===== src/rtl/redundancy_pair_scheduler.sv =====
`default_nettype none
//==============================================================================
// Module   : redundancy_pair_scheduler
// Brief    : Buffers redundant operand-index pairs, orders each pair so that
//            idx1 < idx2, feeds them to the DistanceCalculator with a stable
//            layer configuration, and returns the calculator's valid results
//            as a valid/ready stream with a per-layer done pulse.
// Options  : `define REDUNDANCY_SCHED_STAT_EN adds the stat_issued and
//            stat_dropped saturating counters.
// Revision : 1.0 - initial release
//==============================================================================
module redundancy_pair_scheduler #(
    parameter int WORD_WIDTH = 8,
    parameter int DIST_WIDTH = 7,
    parameter int FIFO_DEPTH = 4
) (
    input  logic                  clk,
    input  logic                  reset,
    input  logic                  cfg_we,
    input  logic [WORD_WIDTH-1:0] cfg_ld,
    input  logic [WORD_WIDTH-1:0] cfg_ow,
    input  logic [WORD_WIDTH-1:0] cfg_fw,
    input  logic [WORD_WIDTH-1:0] cfg_st,
    input  logic                  start,
    output logic                  cfg_err,
    input  logic                  pair_valid,
    output logic                  pair_ready,
    input  logic [WORD_WIDTH-1:0] pair_idx_a,
    input  logic [WORD_WIDTH-1:0] pair_idx_b,
    input  logic                  pair_last,
    output logic [WORD_WIDTH-1:0] dc_idx1,
    output logic [WORD_WIDTH-1:0] dc_idx2,
    output logic [WORD_WIDTH-1:0] dc_ld,
    output logic [WORD_WIDTH-1:0] dc_ow,
    output logic [WORD_WIDTH-1:0] dc_fw,
    output logic [WORD_WIDTH-1:0] dc_st,
    input  logic                  dc_valid,
    input  logic [DIST_WIDTH-1:0] dc_dr,
    output logic                  res_valid,
    input  logic                  res_ready,
    output logic [WORD_WIDTH-1:0] res_idx1,
    output logic [WORD_WIDTH-1:0] res_idx2,
    output logic [DIST_WIDTH-1:0] res_dr,
    output logic                  busy,
`ifdef REDUNDANCY_SCHED_STAT_EN
    output logic [WORD_WIDTH-1:0] stat_issued,
    output logic [WORD_WIDTH-1:0] stat_dropped,
`endif
    output logic                  done
);

    localparam int                c_ADDR_W   = $clog2(FIFO_DEPTH);
    localparam logic [c_ADDR_W:0] c_FULL_CNT = (c_ADDR_W+1)'(FIFO_DEPTH);

    typedef enum logic [1:0] {
        ST_IDLE  = 2'd0,
        ST_RUN   = 2'd1,
        ST_DRAIN = 2'd2,
        ST_DONE  = 2'd3
    } state_t;

    state_t r_state;
    state_t w_state_next;

    // Layer configuration, frozen outside IDLE
    logic [WORD_WIDTH-1:0] r_ld;
    logic [WORD_WIDTH-1:0] r_ow;
    logic [WORD_WIDTH-1:0] r_fw;
    logic [WORD_WIDTH-1:0] r_st;
    logic                  r_cfg_err;

    // Pair FIFO; entries are stored already ordered as {max, min}
    logic [2*WORD_WIDTH-1:0] r_mem [FIFO_DEPTH];
    logic [c_ADDR_W-1:0]     r_wr_ptr;
    logic [c_ADDR_W-1:0]     r_rd_ptr;
    logic [c_ADDR_W:0]       r_count;

    // Issue stage drives the calculator
    logic                  r_iss_v;
    logic [WORD_WIDTH-1:0] r_iss_idx1;
    logic [WORD_WIDTH-1:0] r_iss_idx2;

    // Result stage holds the output beat until it is consumed
    logic                  r_res_v;
    logic [WORD_WIDTH-1:0] r_res_idx1;
    logic [WORD_WIDTH-1:0] r_res_idx2;
    logic [DIST_WIDTH-1:0] r_res_dr;

    logic                  w_fifo_empty;
    logic                  w_fifo_full;
    logic                  w_adv;
    logic                  w_iss_open;
    logic                  w_pop;
    logic                  w_pair_ready;
    logic                  w_accept;
    logic                  w_same;
    logic                  w_push;
    logic [WORD_WIDTH-1:0] w_lo;
    logic [WORD_WIDTH-1:0] w_hi;
    logic                  w_cfg_ok;
    logic                  w_in_idle;
    logic                  w_start_ok;
    logic                  w_start_bad;
    logic                  w_pipe_empty;
    logic                  w_busy;
    logic                  w_done;

    assign w_fifo_empty = (r_count == '0);
    assign w_fifo_full  = (r_count == c_FULL_CNT);
    // The issue entry retires whenever the result slot is free or draining
    assign w_adv        = r_iss_v && (!r_res_v || res_ready);
    assign w_iss_open   = !r_iss_v || w_adv;
    assign w_pop        = w_iss_open && !w_fifo_empty;
    assign w_accept     = pair_valid && w_pair_ready;
    assign w_same       = (pair_idx_a == pair_idx_b);
    // Equal-index pairs carry no work: accepted but never written
    assign w_push       = w_accept && !w_same;
    assign w_lo         = (pair_idx_a < pair_idx_b) ? pair_idx_a : pair_idx_b;
    assign w_hi         = (pair_idx_a < pair_idx_b) ? pair_idx_b : pair_idx_a;
    // Start is judged on the registered config, not a same-cycle write
    assign w_cfg_ok     = (r_fw != '0) && (r_st != '0);
    assign w_in_idle    = (r_state == ST_IDLE);
    assign w_start_ok   = w_in_idle && start && w_cfg_ok;
    assign w_start_bad  = w_in_idle && start && !w_cfg_ok;
    assign w_pipe_empty = w_fifo_empty && !r_iss_v && !r_res_v;

    // Next-state and state-derived outputs
    always_comb begin
        w_state_next = r_state;
        w_pair_ready = 1'b0;
        w_busy       = 1'b1;
        w_done       = 1'b0;
        case (r_state)
            ST_IDLE: begin
                w_busy = 1'b0;
                if (w_start_ok) begin
                    w_state_next = ST_RUN;
                end
            end
            ST_RUN: begin
                // A pop in the same cycle frees a slot for a full FIFO
                w_pair_ready = !w_fifo_full || w_pop;
                if (pair_valid && w_pair_ready && pair_last) begin
                    w_state_next = ST_DRAIN;
                end
            end
            ST_DRAIN: begin
                if (w_pipe_empty) begin
                    w_state_next = ST_DONE;
                end
            end
            ST_DONE: begin
                w_done       = 1'b1;
                w_state_next = ST_IDLE;
            end
            default: begin
                w_state_next = ST_IDLE;
            end
        endcase
    end

    // State register and start-rejection pulse
    always_ff @(posedge clk) begin
        if (reset) begin
            r_state   <= ST_IDLE;
            r_cfg_err <= 1'b0;
        end else begin
            r_state   <= w_state_next;
            r_cfg_err <= w_start_bad;
        end
    end

    // Configuration registers, writable only while idle
    always_ff @(posedge clk) begin
        if (reset) begin
            r_ld <= '0;
            r_ow <= '0;
            r_fw <= '0;
            r_st <= '0;
        end else if (w_in_idle && cfg_we) begin
            r_ld <= cfg_ld;
            r_ow <= cfg_ow;
            r_fw <= cfg_fw;
            r_st <= cfg_st;
        end
    end

    // FIFO storage; contents need no reset since occupancy is tracked
    always_ff @(posedge clk) begin
        if (w_push) begin
            r_mem[r_wr_ptr] <= {w_hi, w_lo};
        end
    end

    // FIFO pointers and occupancy
    always_ff @(posedge clk) begin
        if (reset) begin
            r_wr_ptr <= '0;
            r_rd_ptr <= '0;
            r_count  <= '0;
        end else begin
            if (w_push) begin
                r_wr_ptr <= r_wr_ptr + 1'b1;
            end
            if (w_pop) begin
                r_rd_ptr <= r_rd_ptr + 1'b1;
            end
            case ({w_push, w_pop})
                2'b10:   r_count <= r_count + 1'b1;
                2'b01:   r_count <= r_count - 1'b1;
                default: r_count <= r_count;
            endcase
        end
    end

    // Issue stage: refill from the FIFO head whenever the slot opens
    always_ff @(posedge clk) begin
        if (reset) begin
            r_iss_v    <= 1'b0;
            r_iss_idx1 <= '0;
            r_iss_idx2 <= '0;
        end else if (w_iss_open) begin
            r_iss_v <= !w_fifo_empty;
            if (w_pop) begin
                {r_iss_idx2, r_iss_idx1} <= r_mem[r_rd_ptr];
            end
        end
    end

    // Result stage: capture calculator output, hold until consumed
    always_ff @(posedge clk) begin
        if (reset) begin
            r_res_v    <= 1'b0;
            r_res_idx1 <= '0;
            r_res_idx2 <= '0;
            r_res_dr   <= '0;
        end else if (w_adv && dc_valid) begin
            r_res_v    <= 1'b1;
            r_res_idx1 <= r_iss_idx1;
            r_res_idx2 <= r_iss_idx2;
            r_res_dr   <= dc_dr;
        end else if (res_ready) begin
            r_res_v <= 1'b0;
        end
    end

`ifdef REDUNDANCY_SCHED_STAT_EN
    logic [WORD_WIDTH-1:0] r_stat_issued;
    logic [WORD_WIDTH-1:0] r_stat_dropped;
    logic [WORD_WIDTH:0]   w_issued_sum;
    logic [WORD_WIDTH:0]   w_dropped_sum;

    // One extra bit catches overflow for saturation
    assign w_issued_sum  = {1'b0, r_stat_issued} + (WORD_WIDTH+1)'(w_adv);
    assign w_dropped_sum = {1'b0, r_stat_dropped}
                         + (WORD_WIDTH+1)'(w_adv && !dc_valid)
                         + (WORD_WIDTH+1)'(w_accept && w_same);

    // Saturating statistics, cleared when a layer starts
    always_ff @(posedge clk) begin
        if (reset || w_start_ok) begin
            r_stat_issued  <= '0;
            r_stat_dropped <= '0;
        end else begin
            r_stat_issued  <= w_issued_sum[WORD_WIDTH]  ? '1 : w_issued_sum[WORD_WIDTH-1:0];
            r_stat_dropped <= w_dropped_sum[WORD_WIDTH] ? '1 : w_dropped_sum[WORD_WIDTH-1:0];
        end
    end

    assign stat_issued  = r_stat_issued;
    assign stat_dropped = r_stat_dropped;
`endif

    assign cfg_err    = r_cfg_err;
    assign pair_ready = w_pair_ready;
    assign busy       = w_busy;
    assign done       = w_done;
    assign dc_idx1    = r_iss_idx1;
    assign dc_idx2    = r_iss_idx2;
    assign dc_ld      = r_ld;
    assign dc_ow      = r_ow;
    assign dc_fw      = r_fw;
    assign dc_st      = r_st;
    assign res_valid  = r_res_v;
    assign res_idx1   = r_res_idx1;
    assign res_idx2   = r_res_idx2;
    assign res_dr     = r_res_dr;

endmodule
`default_nettype wire


===== config.mk =====
export PLATFORM = sky130hd
export DESIGN_NAME = redundancy_pair_scheduler
export DESIGN_NICKNAME = d
export VERILOG_FILES = /design/src/rtl/redundancy_pair_scheduler.sv
export SDC_FILE = /design/constraint.sdc
export NUM_CORES = 1
export LEC_CHECK = 0
export ABC_AREA = 0
export CAP_MARGIN = 20
export CORE_MARGIN = 3
export CORE_UTILIZATION = 30
export DETAILED_ROUTE_END_ITERATION = 8
export PLACE_DENSITY = 0.56
export SETUP_SLACK_MARGIN = 0.15
export SLEW_MARGIN = 40
export SYNTH_ARGS = -nofsm -noshare
export SYNTH_HDL_FRONTEND = slang
export SYNTH_SLANG_ARGS = --single-unit
export TNS_END_PERCENT = 5

===== constraint.sdc =====
create_clock -name clk -period 5.2 [get_ports clk]
set_clock_uncertainty 0.1 [all_clocks]
set_input_delay 1.56 -clock clk [delete_from_list [all_inputs] [get_ports clk]]
set_output_delay 1.56 -clock clk [all_outputs]
set_load 0.005 [all_outputs]

# After elaboration in Yosys (flattened, before gate mapping)
# Memories as Yosys holds them, arrays and structs flattened. A register that Yosys moved wholly into a read port is not among the register bits.
# Index checks and enable logic that the tools add are counted.
[classes]
n_addsub = 4
n_mul = 0
n_div = 0
n_lt_le_gt_ge = 1
n_eq_ne = 10
shift = 0
n_mux = 14
bitwise = 0
reduce_logical = 31
[ops]
columns = ["cell", "count"]
rows = [
  ["2-to-1 mux 8 bit", 2],
  ["nonzero test 8 bit", 2],
  ["logical AND 1 bit", 14],
  ["== test 8 bit", 1],
  ["less-than comparator 8 bit", 1],
  ["case mux 2 bit (4 select lines)", 1],
  ["2-to-1 mux 1 bit", 7],
  ["== test 2 bit, second input constant", 3],
  ["zero test 1 bit", 6],
  ["2-to-1 mux 2 bit", 3],
  ["case mux 3 bit (2 select lines)", 1],
  ["adder 2 x 1 -> 2 bit, second input constant", 2],
  ["== test 2 x 1 -> 1 bit, second input constant", 2],
  ["inequality test 2 bit, second input constant", 2],
  ["nonzero test 2 bit", 2],
  ["adder 3 x 1 -> 3 bit, second input constant", 1],
  ["== test 3 bit, second input constant", 1],
  ["zero test 3 bit", 1],
  ["logical OR 1 bit", 3],
  ["AND reduction 3 bit", 1],
  ["subtractor 3 x 1 -> 3 bit, second input constant", 1],
  ["zero test 2 bit", 1],
  ["inequality test 2 x 1 -> 1 bit, second input constant", 1],
  ["AND reduction 2 bit", 1],
]
[word_totals]
reg_bits = 67
latch_bits = 0
mem_bits_rw = 64
mem_bits_ro = 0
in_bits = 63
out_inout_bits = 76
elab_cells = 75
memories = 1
[memory_table]
columns = ["name", "depth", "word_bits", "read_ports", "rd_ports_with_merged_regs", "write_ports", "line_no", "rtl"]
rows = [
  ["r_mem", 4, 16, 1, 1, 1, "73", "logic [2*WORD_WIDTH-1:0] r_mem [FIFO_DEPTH];"],
]

# Depth between registers and ports, before layout
[depth]
ltp_word = 11
ltp_mapped = 14
depth_no_buf = 12

# Worst setup path before layout
# Ideal clock, no wire load.
[synth_path]
path_kind = "input -> register"
startpoint = "in pair_idx_b[7]"
endpoint = "reg r_count[2]"
setup_time_ns = 0.070
arrival_time_ns = 3.909
required_time_ns = 5.030
path_slack_ns = 1.121
stages = 14
path_buffers = 2
path_cell_list = "inv_1 > ha_1 > and4_1 > clkbuf_1 > nand2_1 > and4_1 > clkbuf_1 > inv_1 > ha_1 > inv_1 > fa_1 > xor2_1 > or3_1 > a21oi_1"
[synth_between]
elab_chain_cells = 5
word_cells_on_any_way = 7
cone_classes = "eq/ne (3); mux (1); reduce/logical (3)"
[synth_rtl]
columns = ["element", "line_no", "rtl"]
rows = [
  ["from (decl)", "29", "input logic [WORD_WIDTH-1:0] pair_idx_b,"],
  ["== test 8 bit (*)", "115", "assign w_same = (pair_idx_a == pair_idx_b);"],
  ["zero test 1 bit (*)", "117", "assign w_push = w_accept && !w_same;"],
  ["logical AND 1 bit (*)", "117", ""],
  ["== test 2 x 1 -> 1 bit / == test 2 bit (equally long branches)", "208", "case ({w_push, w_pop})"],
  ["case mux 3 bit (2 select lines) / nonzero test 2 bit (equally long branches)", "--", ""],
  ["to (signal assigned)", "209", "2'b10: r_count <= r_count + 1'b1;"],
  ["to (signal assigned)", "210", "2'b01: r_count <= r_count - 1'b1;"],
  ["to (signal assigned)", "211", "default: r_count <= r_count;"],
  ["to (decl)", "76", "logic [c_ADDR_W:0] r_count;"],
]
# Every way passes the cells marked *; elsewhere a longest branch is shown, timed or not.
# A chain may end at the register's enable or synchronous reset.

# Worst setup path in the final report
[layout_path]
startpoint = "in res_ready"
endpoint = "out pair_ready"
[layout_between]
elab_chain_cells = 6
[layout_rtl]
columns = ["element", "line_no", "rtl"]
rows = [
  ["from (decl)", "40", "input logic res_ready,"],
  ["logical OR 1 bit", "111", "assign w_adv = r_iss_v && (!r_res_v || res_ready);"],
  ["logical AND 1 bit", "111", ""],
  ["logical OR 1 bit", "112", "assign w_iss_open = !r_iss_v || w_adv;"],
  ["logical AND 1 bit", "113", "assign w_pop = w_iss_open && !w_fifo_empty;"],
  ["logical OR 1 bit", "142", "w_pair_ready = !w_fifo_full || w_pop;"],
  ["2-to-1 mux 1 bit", "133", "case (r_state)"],
  ["to (decl)", "27", "output logic pair_ready,"],
]
# Every way passes these cells.

==> results.yml <==
sta:
  slew_violations: 0
  finalCritPeriodShare: 0.899
  finalSetupTns_ps: 0
  fmax_mhz: 214
  setup_viol: 0
  grt_setup_unrepaired: "false"
  max_slew.worst_pin.slew_ps: 691
  slew_headroom: 0.539
  hold_violations: 0
  fin_crit_ps: 4670
setup_path:
  startpoint_type: "primary input"
  crit_fanout: 3
  slowest_delay_ps: 510
  worstPathArrival_ps: 3010
  path_buf_inv: 2
  crit_chain: "clkdlybuf4s50_1, nand3b_1, or4b_4, and2_1, dlymetal6s2s_1"
  worst_setup_path_end_kind: "primary output"
  path_delay_family: "simple AND/OR/NAND/NOR gates"
  worstPathRequired_ps: 3540
  crit_slowest_cell: "or4b_4"
  criticalPathCategory: "primary input to primary output"
finish:
  diodes: 0
  nets: 793
  final-seq-area_sq_um: 3580
  layout-drive-gt1-share: 0.0870
  fillCellCount: 1902
  area_growth_pct: 36.5
  multi_input_area_sq_um: 2280
  fin_cells: 989
power:
  peakVddDrop_uv: 189
  power_density_nw_per_um2: 448
  p_leak_nw: 2.90
synth:
  synth.mux.area_fraction: 0.0644
  synth-edff-count: 64
  synth-xor-area-share: 0.00723
  syn_inst: 579
  synth-simple-area-share: 0.147
  synth_compound_area_frac: 0.115
  synth-async-reset-ratio: 0
  synth_fp_nets: 661
  synth_top_family_by_area: "simple AND/OR/NAND/NOR gates"
  ys.flop_type: "dfxtp_1"
  synth_adder_area_share: 0.0405
  synth.distinct_cells: 34
  avgSynthCellArea_sq_um: 10.5
  syn_area_sq_um: 6060
  synth_seq_cells: 147
  seq_area_frac_synth: 0.591
  yosysWarnings: 0
floorplanning:
  coreArea_sq_um: 19700
  rows: 51
  fp.dieW_um: 148
  die_area_sq_um: 21900
  io_pins: 139
  initial_utilization: 0.308
  die_height_um: 148
placement:
  dp_cells: 956
  place_congestion: 0.804
  place_hpwl_mm: 10.6
  numPortBuffers: 138
route:
  avgRoutedWirePerCell_um: 15.2
  drc: 0
  vias: 4691
  viasPerCell: 4.74
  first_pass_iters: 4
  ant_nets: 0
  drt_iter0_drc: 239
  routed_wl_mm: 15.0
global_route:
  grt_pass1_wl_mm: 23.7
  overflow: 0
  grt-busiest-layer: "met2"
  grt_max_degree: 68
  use_met2: 0.226
  grtUsageTotal: 0.136
  gr-usage-met3: 0.0366
  antenna_found_initial: 0
  grt_pass1_vias: 4625
  use_met1: 0.171
outcome:
  status: "finished, final reports clean"
clock_tree:
  ctsHoldBuffers: 0
  clock-sinks: 147
  h-tree-depth: 4
  insertion_delay_ps: 420
  clk_path_buf_depth: 2
  clk_pin_slew_ps: 60
  cts_tree: "built"
  cts_buffers: 17
  cts_root_buffer: "clkbuf_16"
job:
  max_cap_violations: 0
hold_path:
  hp-class: "register to register"
## what timing repair did
action                                  4_1_cts  5_1_grt
hold endpoints to repair                      0        0
gates resized for setup                       0        2
endpoints found under the setup margin        0        1
buffers inserted                              0        1
## where the power goes
part	total, mW	internal (mW)	switching (mW)
clock	1.13	0.656	0.471
combinational	1.08	0.529	0.553
sequential	1.49	1.38	0.117
total	3.70	2.56	1.14
## synthesized netlist by cell type (2+ instances only)
library cell,instances,share of area
a21o_1,3,0.0037
a21oi_1,75,0.062
and2_1,6,0.0062
and4_1,3,0.0043
buf_2,2,0.0017
clkbuf_1,33,0.020
dfxtp_1,83,0.27
edfxtp_1,64,0.32
ha_1,18,0.037
inv_1,17,0.011
mux2i_1,3,0.0050
mux4_2,16,0.059
nand2_1,182,0.11
nand2b_1,4,0.0041
nand3_1,3,0.0025
nor2_1,7,0.0043
nor2b_1,2,0.0021
nor4_1,4,0.0041
o211ai_1,32,0.040
o21a_1,3,0.0037
or3_1,3,0.0031
xnor2_1,2,0.0029
xor2_1,3,0.0043
## sequential cells by signal, summed over array words and instances (netlist names), 2 cells and up
| name | flops |
|---|---|
| r_mem | 64 |
| dc_fw | 8 |
| dc_idx1 | 8 |
| dc_idx2 | 8 |
| dc_ld | 8 |
| dc_ow | 8 |
| dc_st | 8 |
| res_idx1 | 8 |
| res_idx2 | 8 |
| res_dr | 7 |
| r_count | 3 |
| r_rd_ptr | 2 |
| r_state | 2 |
| r_wr_ptr | 2 |
## placed cells by master (no fill, tap or decap), types with 4 or more instances in the layout
cell	n
a21oi_1	75
and2_1	5
buf_4	11
clkbuf_16	17
clkdlybuf4s50_1	136
dfxtp_1	82
edfxtp_1	64
ha_1	18
inv_1	17
mux4_2	16
nand2_1	181
nand2b_1	4
nor2_1	7
nor4_1	4
o211ai_1	32
## cell type report
class | count | area share
flip-flops and latches | 147 | 0.433
well taps | 265 | 0.0401
clock buffers | 19 | 0.0523
multi-input cells | 378 | 0.276
repair buffers | 149 | 0.177
clock inverters | 13 | 0.0133
inverters | 18 | 0.00817
## worst register-to-register path: cells and delay by family (launching register included)
family	cells	cell delay (ps)
AND/OR/NAND/NOR	4	1220
adder cells (fa/ha/maj)	2	540
flip-flops	1	370
XOR/XNOR	1	160
AO/OA/AOI/OAI	1	150
buffers and inverters	2	140
## final timing paths
check	cells after the start	slack (ps)	to	start
worst max-delay path	5	530	pair_ready	res_ready
worst min-delay path	2	350	res_dr[0]	res_dr[0]
worst max register to register	10	2450	r_count[2]	r_iss_v
worst min register to register	2	350	res_dr[0]	res_dr[0]
## routing by layer
metal,share of wire,vias to the layer above,routed length (um)
met5,0,-,0
met4,0.015,0,229
met3,0.061,18,909
met2,0.48,151,7160
met1,0.45,2240,6690
li1,-,2282,-
## stage by stage
| step | utilization | total power, mW | worst slack [ps] | hold WS, ps | cell area [sq um] |
|---|---|---|---|---|---|
| after global placement | 0.392 | 2.58 | 170 | 340 | 7700 |
| after floorplan | - | 2.13 | 1120 | 353 | 6060 |
| final | 0.421 | 3.70 | 526 | 353 | 8270 |
| after CTS | 0.420 | 3.76 | 167 | 355 | 8260 |
| after detailed placement | 0.393 | 2.62 | 183 | 346 | 7710 |
| after global routing | 0.421 | 3.93 | 444 | 372 | 8270 |
## cell families after synthesis
logic type,count (synthesis)
and+or+nand+nor,217
DFF,147
AOI/OAI and AO/OA,118
buffers and inverters,54
muxes,19
adders and majority gates,19
xor gates and xnor gates,5
(Power assumes the default switching activity.)
